<file path="src/rtl/pe_packet_rx_if.sv">
// Packet-in / result-out handshake bundle for the PE receiver.
// in_* flows toward the PE, out_* flows away from it.
interface pe_packet_rx_if;
  logic [29:0] in_data;
  logic        in_valid;
  logic        in_ready;
  logic [29:0] out_data;
  logic        out_valid;
  logic        out_ready;
  logic        err_addr;

  modport master (
    output in_data, in_valid, out_ready,
    input  in_ready, out_data, out_valid, err_addr
  );

  modport slave (
    input  in_data, in_valid, out_ready,
    output in_ready, out_data, out_valid, err_addr
  );
endinterface

</file>
<file path="src/rtl/pe_packet_rx.sv">
// Processing element receiver: collects five 8-bit weights and a 25-bit spike
// vector, then streams 21 sliding-window partial sums as result packets.
module pe_packet_rx #(
  parameter logic [3:0] PE_ADDR   = 4'd5,
  parameter logic [3:0] DEST_ADDR = 4'd0
) (
  input logic          clk,
  input logic          reset,
  pe_packet_rx_if.slave bus
);

  typedef enum logic {ACCEPT, SEND} state_t;

  state_t      state_reg, state_next;
  logic [2:0]  wcnt_reg;
  logic [7:0]  w_reg [5];
  logic [24:0] spikes_reg;
  logic        pending_reg;
  logic [4:0]  j_reg;
  logic        err_reg;

  logic        in_fire;
  logic        out_fire;
  logic        addr_hit;
  logic        is_input;
  logic [10:0] term [5];
  logic [10:0] psum;

  assign in_fire  = bus.in_valid && (state_reg == ACCEPT);
  assign out_fire = bus.out_valid && bus.out_ready;
  assign addr_hit = (bus.in_data[29:26] == PE_ADDR);
  assign is_input = bus.in_data[25];

  // One gated weight per tap of the 5-wide window starting at spike j.
  generate
    for (genvar gi = 0; gi < 5; gi++) begin : g_tap
      assign term[gi] = spikes_reg[5'(j_reg + 5'(gi))] ? {3'b000, w_reg[gi]} : 11'd0;
    end
  endgenerate

  always_comb begin
    psum = 11'd0;
    for (int k = 0; k < 5; k++) begin
      psum = psum + term[k];
    end
  end

  assign bus.in_ready  = (state_reg == ACCEPT);
  assign bus.out_valid = (state_reg == SEND);
  assign bus.out_data  = (state_reg == SEND) ?
                         {DEST_ADDR, 1'b0, j_reg, 9'd0, psum} : 30'd0;
  assign bus.err_addr  = err_reg;

  always_comb begin
    state_next = state_reg;
    case (state_reg)
      ACCEPT: begin
        if (in_fire && addr_hit) begin
          if (is_input && wcnt_reg == 3'd5) begin
            state_next = SEND;
          end else if (!is_input && wcnt_reg == 3'd3 && pending_reg) begin
            state_next = SEND;
          end
        end
      end
      SEND: begin
        if (out_fire && j_reg == 5'd20) begin
          state_next = ACCEPT;
        end
      end
      default: state_next = ACCEPT;
    endcase
  end

  always_ff @(posedge clk) begin
    if (reset) begin
      state_reg   <= ACCEPT;
      wcnt_reg    <= 3'd0;
      spikes_reg  <= 25'd0;
      pending_reg <= 1'b0;
      j_reg       <= 5'd0;
      err_reg     <= 1'b0;
      for (int k = 0; k < 5; k++) begin
        w_reg[k] <= 8'd0;
      end
    end else begin
      state_reg <= state_next;
      err_reg   <= in_fire && !addr_hit;

      if (in_fire && addr_hit) begin
        if (is_input) begin
          spikes_reg <= bus.in_data[24:0];
          if (wcnt_reg != 3'd5) begin
            pending_reg <= 1'b1;
          end
        end else if (wcnt_reg == 3'd3) begin
          // Second weight packet: low byte carries no weight.
          w_reg[3] <= bus.in_data[23:16];
          w_reg[4] <= bus.in_data[15:8];
          wcnt_reg <= 3'd5;
        end else begin
          // Empty or already full: start a fresh weight set.
          w_reg[0] <= bus.in_data[23:16];
          w_reg[1] <= bus.in_data[15:8];
          w_reg[2] <= bus.in_data[7:0];
          wcnt_reg <= 3'd3;
        end
      end

      if (state_reg == ACCEPT && state_next == SEND) begin
        j_reg <= 5'd0;
      end else if (state_reg == SEND && out_fire) begin
        if (j_reg == 5'd20) begin
          j_reg       <= 5'd0;
          pending_reg <= 1'b0;
        end else begin
          j_reg <= j_reg + 5'd1;
        end
      end
    end
  end

endmodule

</file>
<file path="src/flat_wrapper.sv">
// flat-port wrapper written by rule: the top's interface ports become plain ports
module pe_packet_rx_flat 
#(
  parameter logic [3:0] PE_ADDR   = 4'd5,
  parameter logic [3:0] DEST_ADDR = 4'd0
)
  (clk, reset, bus_in_data, bus_in_valid, bus_out_ready, bus_in_ready, bus_out_data, bus_out_valid, bus_err_addr);
  pe_packet_rx_if bus_i ();
  input logic clk;
  input logic reset;
  input wire logic [$bits(bus_i.in_data)-1:0] bus_in_data;
  input wire logic [$bits(bus_i.in_valid)-1:0] bus_in_valid;
  input wire logic [$bits(bus_i.out_ready)-1:0] bus_out_ready;
  output wire logic [$bits(bus_i.in_ready)-1:0] bus_in_ready;
  output wire logic [$bits(bus_i.out_data)-1:0] bus_out_data;
  output wire logic [$bits(bus_i.out_valid)-1:0] bus_out_valid;
  output wire logic [$bits(bus_i.err_addr)-1:0] bus_err_addr;
  assign bus_i.in_data = bus_in_data;
  assign bus_i.in_valid = bus_in_valid;
  assign bus_i.out_ready = bus_out_ready;
  assign bus_in_ready = bus_i.in_ready;
  assign bus_out_data = bus_i.out_data;
  assign bus_out_valid = bus_i.out_valid;
  assign bus_err_addr = bus_i.err_addr;
  pe_packet_rx #(.PE_ADDR(PE_ADDR), .DEST_ADDR(DEST_ADDR)) u_core (.clk(clk), .reset(reset), .bus(bus_i));
endmodule
</file>
<file path="config.mk">
export PLATFORM = sky130hd
export DESIGN_NAME = pe_packet_rx_flat
export DESIGN_NICKNAME = d
export VERILOG_FILES = /design/src/rtl/pe_packet_rx_if.sv /design/src/rtl/pe_packet_rx.sv /design/src/flat_wrapper.sv
export SDC_FILE = /design/constraint.sdc
export NUM_CORES = 1
export LEC_CHECK = 0
export CORE_ASPECT_RATIO = 1.5
export CORE_MARGIN = 2
export CORE_UTILIZATION = 35
export DETAILED_ROUTE_END_ITERATION = 12
export GPL_TIMING_DRIVEN = 0
export PLACE_DENSITY = 0.66
export RECOVER_POWER = 50
export SETUP_SLACK_MARGIN = 0.15
export SLEW_MARGIN = 5
export SYNTH_ARGS = -nofsm -noshare
export SYNTH_HDL_FRONTEND = slang
export SYNTH_SLANG_ARGS = --single-unit
</file>
<file path="constraint.sdc">
create_clock -name clk -period 7 [get_ports clk]
set_input_delay 0.7 -clock clk [delete_from_list [all_inputs] [get_ports clk]]
set_output_delay 0.7 -clock clk [all_outputs]
set_load 0.1 [all_outputs]
</file>
---- Yosys cells after proc, flatten, opt, wreduce, memory -nomap -nowiden ----
Memory sizes are Yosys's and may differ from the RTL's.
Cells that the tools add are included.
word-level totals
  register bits after elaboration ......... 36
  latch bits .............................. 0
  bits in writable memories ............... 40
  bits in read-only memories .............. 0
  input port bits ......................... 34
  output and inout port bits .............. 33
  word-level logic and storage cells ...... 93
  memories ................................ 1
operators by class
  add/subtract/negate cells ............... 8
  multipliers ............................. 0
  divide/modulo/power cells ............... 0
  magnitude comparators ................... 5
  equality and inequality tests ........... 5
  shift-type cells ........................ 0
  muxes and demuxes ....................... 46
  bitwise operators ....................... 7
  reduce and logical (&&, ||, !) cells .... 15
memories
  memory        depth  width  read ports  clocked after Yosys merged registers in  wr ports  line                source
  u_core.w_reg  5      8      5           0                                        5         pe_packet_rx.sv:16  logic [7:0] w_reg [5];
operators with widths
  operator                                                              number
  8-bit 2-to-1 mux                                                      10
  11-bit adder                                                          4
  5-bit by 6-bit < comparator with 1-bit output, second input constant  5
  1-bit 2-to-1 mux                                                      27
  1-bit binary-select mux with 5-bit select                             5
  25-bit 2-to-1 mux                                                     1
  5-bit by 2-bit adder with 5-bit output, second input constant         2
  1-bit logical AND                                                     10
  5-bit by 1-bit adder with 5-bit output, second input constant         1
  5-bit by 3-bit adder with 5-bit output, second input constant         1
  5-bit == test, second input constant                                  1
  5-bit 2-to-1 mux                                                      1
  1-bit OR                                                              5
  4-bit by 3-bit == test with 1-bit output, second input constant       1
  2-bit AND reduction                                                   2
  3-bit by 2-bit == test with 1-bit output, second input constant       1
  3-bit == test, second input constant                                  1
  3-bit 2-to-1 mux                                                      1
  3-bit != test, second input constant                                  1
  1-bit zero test                                                       2
  1-bit NOT                                                             2
  1-bit case mux with 2 select lines                                    1
  2-bit OR reduction                                                    1

---- Logic depth before layout (Yosys ltp) ----
  depth in word-level cells ............... 9
  depth in mapped cells ................... 23
  gate-level depth less buffers ........... 19

---- Least setup slack after synthesis ----
No wires, ideal clock.
  path type ............................... flip-flop to output port
  from .................................... reg u_core.j_reg[1]
  to ...................................... out bus_out_data[7]
  arrival ................................. 8.881 ns
  required time ........................... 6.300 ns
  path slack .............................. -2.581 ns
  stages on the path, launching flop included .. 22
  path buffers ............................ 4
  path through ............................ dfxtp_1 buf_4 buf_4 inv_1 ha_1 buf_2 buf_2 mux4_2 mux4_2 o21ai_2 nor2_1 fa_1 inv_1 fa_1 fa_1 inv_1 ha_1 fa_1 a21o_1 a21oi_1 o21bai_1 o311ai_0
on the way
  word-level cells in the longest chain between the ends .. 9
  elaborated cells between the ends (all ways) .. 24
  those cells by class .................... 8 x add/sub; 16 x mux
ends and longest elaborated chain
  item                                       line                 source
  start, declared                            pe_packet_rx.sv:19   logic [4:0] j_reg;
  start signal, assigned                     pe_packet_rx.sv:117  j_reg <= j_reg + 5'd1;
  5-bit by 1-bit adder with 5-bit output     pe_packet_rx.sv:37   assign term[gi] = spikes_reg[5'(j_reg + 5'(gi))] ? {3'b000, w_reg[gi]} : 11'd0;
  1-bit binary-select mux with 5-bit select  pe_packet_rx.sv:37
  1-bit 2-to-1 mux (not written as such)     pe_packet_rx.sv:37
  8-bit 2-to-1 mux                           pe_packet_rx.sv:37
  11-bit adder (3 in a row)                  pe_packet_rx.sv:44   psum = psum + term[k];
  11-bit adder (*)                           pe_packet_rx.sv:44
  25-bit 2-to-1 mux (*)                      pe_packet_rx.sv:50   assign bus.out_data = (state_reg == SEND) ?
  end, declared                              flat_wrapper.sv:15   output wire logic [$bits(bus_i.out_data)-1:0] bus_out_data;
Mark *: on every way between the ends. The rest lies on a longest branch, timed or not. The select of a mux whose other input is x is not followed.

---- Final worst setup path ----
  from .................................... reg u_core.j_reg[1]
  to ...................................... out bus_out_data[8]
The elaborated chain is that of the path after synthesis.

==> run_results.csv <==
group,metric,value,unit
status,outcome,"finished clean",
power_and_ir_drop,p_leak,0.00269,uW
global_route,grt_max_degree,19,
route,drc,0,
route,drt_iter0_drc,285,
power_and_ir_drop,p_sw_frac,0.230,
global_route,antenna_found_initial,0,
setup_path,rr_worst_depth,6,
synth,syn_avg_cell_area,10.2,um^2
global_route,grtUsageMet2,0.358,
cells_and_area,layout_commonest_cell,"nand2_1",
power_and_ir_drop,switchingPower,257,uW
cts,cts_hold_buf,0,
synth,synth_area_leader_cell,"edfxtp_1",
timing,relSlewSlack,0.324,
global_route,grt_use_met3,0.0234,
cells_and_area,fillers,1416,
route,wl_per_cell,18.0,um
hold_path,holdPathStages,2,
placement,pre_cts_ws,-0.956,ns
setup_path,cp_common_cell,"fa_1",
setup_path,path_buf_inv,7,
cells_and_area,layout.nets,698,
global_route,grt_pass1_wl,23.0,mm
cells_and_area,insertedDiodeCount,0,
timing,slew_violations,0,
setup_path,slowest_delay,0.55,ns
synth,netlist_instances,529,
cts,htreeDepth,3,
global_route,grt.met1_usage,0.192,
flow_run,max_cap_violations,0,
setup_path,cp-start-kind,"flop",
cells_and_area,multi_input_area,0.00323,mm^2
setup_path,cp.required,6.30,ns
timing,layout_worst_path_cycle_share,0.956,
cells_and_area,final_core_util,0.455,
cts,clock_sinks,76,
synth,synth_edf_count,40,
synth,synth_area,0.00537,mm^2
cts,clockRootBuffer,"clkbuf_16",
cts,clkTransAtPathRegs,0.06,ns
timing,fin_tns_setup,0,ns
synth,ys.flop_type,"edfxtp_1",
setup_path,path_delay_family,"adder cells",
setup_path,arrival,5.99,ns
cts,cts_made_buffers,9,
cells_and_area,drive_above_1_share,0.186,
setup_path,cpMaxStageDelayCell,"fa_1",
die,ioPinCount,67,
die,die_h,156,um
timing,setup_slack,0.311,ns
cells_and_area,final_cell_mix,"nand2_1, a21oi_1, inv_1, and2_1, edfxtp_1",
power_and_ir_drop,p_int,857,uW
cells_and_area,regArea,0.00193,mm^2
synth,synthArstFlopShare,0,
power_and_ir_drop,ir_drop,0.125,mV
die,initial_utilization,0.356,
global_route,top_usage_layer,"met2",
die,rows,55,
synth,ys_ff_latch,76,
synth,ys_seq_area_frac,0.358,
placement,placed_cell_area,0.00627,mm^2
global_route,overflow,0,
cts,cts_tree,"yes",
route,viasPerCell,5.16,
setup_path,crit_path_max_fanout,6,
route,route.vias.total,4267,
setup_path,critical_path.cell_chain,"buf_8 -> buf_8 -> clkinvlp_4 -> ha_4 -> buf_6 -> mux4_2 -> mux4_2 -> o21ai_4 -> nor2_2 -> fa_1 -> fa_1 -> inv_1 -> fa_1 -> inv_1 -> ha_1 -> a21o_1 -> a21oi_2 -> o21ai_2 -> a31oi_2 -> mux2i_2 -> buf_6",
placement,place_congestion,0.926,
cells_and_area,areaGrowthSynthToFinish,27.7,%
timing,skew,0.0126,ns
setup_path,reg2reg_slack,3.87,ns
synth,synth.distinct_cells,59,
route,dr.pass1.iters,5,
synth,ys_warn_count,0,
timing,period_needed,6.69,ns
global_route,grt_usage,0.183,
setup_path,reg2reg_from,"u_core.bus.out_valid",
route,finalWirelength,14.9,mm
global_route,grt_pass1_vias,4334,
die,die_w,105,um
timing,worst_slew_pin_slew,1.01,ns
timing,hold_viol_final,0,
setup_path,r2r-end,"u_core.w_reg[0][19]",
setup_path,crit_path_end_kind,"output pin",
setup_path,crit_type,"flop to output pin",
power_and_ir_drop,seq_power_share,0.433,
timing,rsz0062_at_grt,"yes",
die,die_area,0.0164,mm^2
timing,setup_viol,0,
power_and_ir_drop,power.density,162,mW/mm^2
power_and_ir_drop,combPwrFrac,0.079,
hold_path,holdCritPathClass,"flop to flop",
timing,fmax,150,MHz
cells_and_area,largest_reg_flops,40,
synth,netlist_top_cells_area,"edfxtp_1, dfxtp_1, fa_1",
placement,dp_hpwl,11.6,mm
cts,insertion_delay,0.34,ns
cts,cts.path.max_buffers,2,
placement,io_buffers,51,
hold_path,hp-start,"u_core.spikes_reg[22]",
power_and_ir_drop,clockPowerShare,0.488,
cells_and_area,final_area,0.00686,mm^2
synth,synth_top_area_share,0.224,
hold_path,holdPathEnd,"u_core.spikes_reg[22]",
die,core_area,0.0151,mm^2
route,postRouteAntennaNets,0,
worst min-delay path, cell delays in order, from the launching register on:
cell and delay [ns]:
dfxtp_1 0.35, nand2_1 0.07, a21oi_1 0.05
through the flow:
step           hold WS, ns  std cells  total power [uW]
5_1_grt              0.534        827              1140
3_3_place_gp         0.484        792               578
6_report             0.517        827              1110
2_1_floorplan        0.460        542               548
4_1_cts              0.519        816              1120
3_5_place_dp         0.505        793               580
cells in the mapped netlist, types with 6 or more instances:
cell and n:
nand2_1 71, buf_2 6, o21ai_0 15, xnor2_1 9, mux2i_1 7, mux4_2 16
a21oi_1 43, clkbuf_1 13, ha_1 18, nand2b_1 7, inv_1 43, edfxtp_1 40
buf_4 18, mux4_1 10, and2_1 43, nor2b_1 8, nor2_1 31, fa_1 23
dfxtp_1 36
logic make-up (layout without fill, tap and decap cells):
group           Yosys count  after routing  share of synthesized area
simple gates            188            188                      0.174
compound gates           92             92                      0.110
buf+inv                  83            169                     0.0748
flops                    76             76                      0.358
fa+ha+maj                41             41                      0.128
mux                      36             36                      0.135
xor+xnor                 12             12                     0.0196
other cells               1             14                   0.000698
metal layers:
layer / vias up / share of wire
met1: 2043 / 0.35
li1: 2022 / -
met4: 0 / 0.037
met5: - / 0
met3: 29 / 0.047
met2: 173 / 0.56
power by group through the flow:
stage | sequential, uW | clock, uW | combinational, uW
2_1_floorplan | 492 | 0 | 55.3
3_3_place_gp | 492 | 0 | 86.4
3_5_place_dp | 492 | 0 | 88.3
4_1_cts | 482 | 548 | 88.9
5_1_grt | 483 | 568 | 91.5
6_report | 482 | 544 | 87.9
cell type report:
class	instances	area share
inverters	44	0.0252
multi-input cells	383	0.471
flip-flops and latches	76	0.281
repair buffers	70	0.0952
well taps	199	0.0363
plain buffers	39	0.0407
clock inverters	7	0.0177
clock buffers	9	0.0328
timing repair:
action	in CTS	in global routing
gates resized for setup	66	18
pin swaps	5	14
setup endpoints to repair	10	9
buffers inserted	7	11
worst max-delay path by stage:
stage / start / end / slack (ns) / cells after the start
2_1_floorplan: u_core.j_reg[1] / bus_out_data[8] / 0.02 / 20
3_5_place_dp: u_core.j_reg[1] / bus_out_data[9] / -0.96 / 23
6_report: u_core.j_reg[1] / bus_out_data[8] / 0.31 / 21
3_3_place_gp: u_core.j_reg[1] / bus_out_data[9] / -0.91 / 23
5_1_grt: u_core.j_reg[1] / bus_out_data[8] / 0.11 / 21
4_1_cts: u_core.j_reg[1] / bus_out_data[7] / 0.15 / 21
Power figures use the tool's default switching activity.
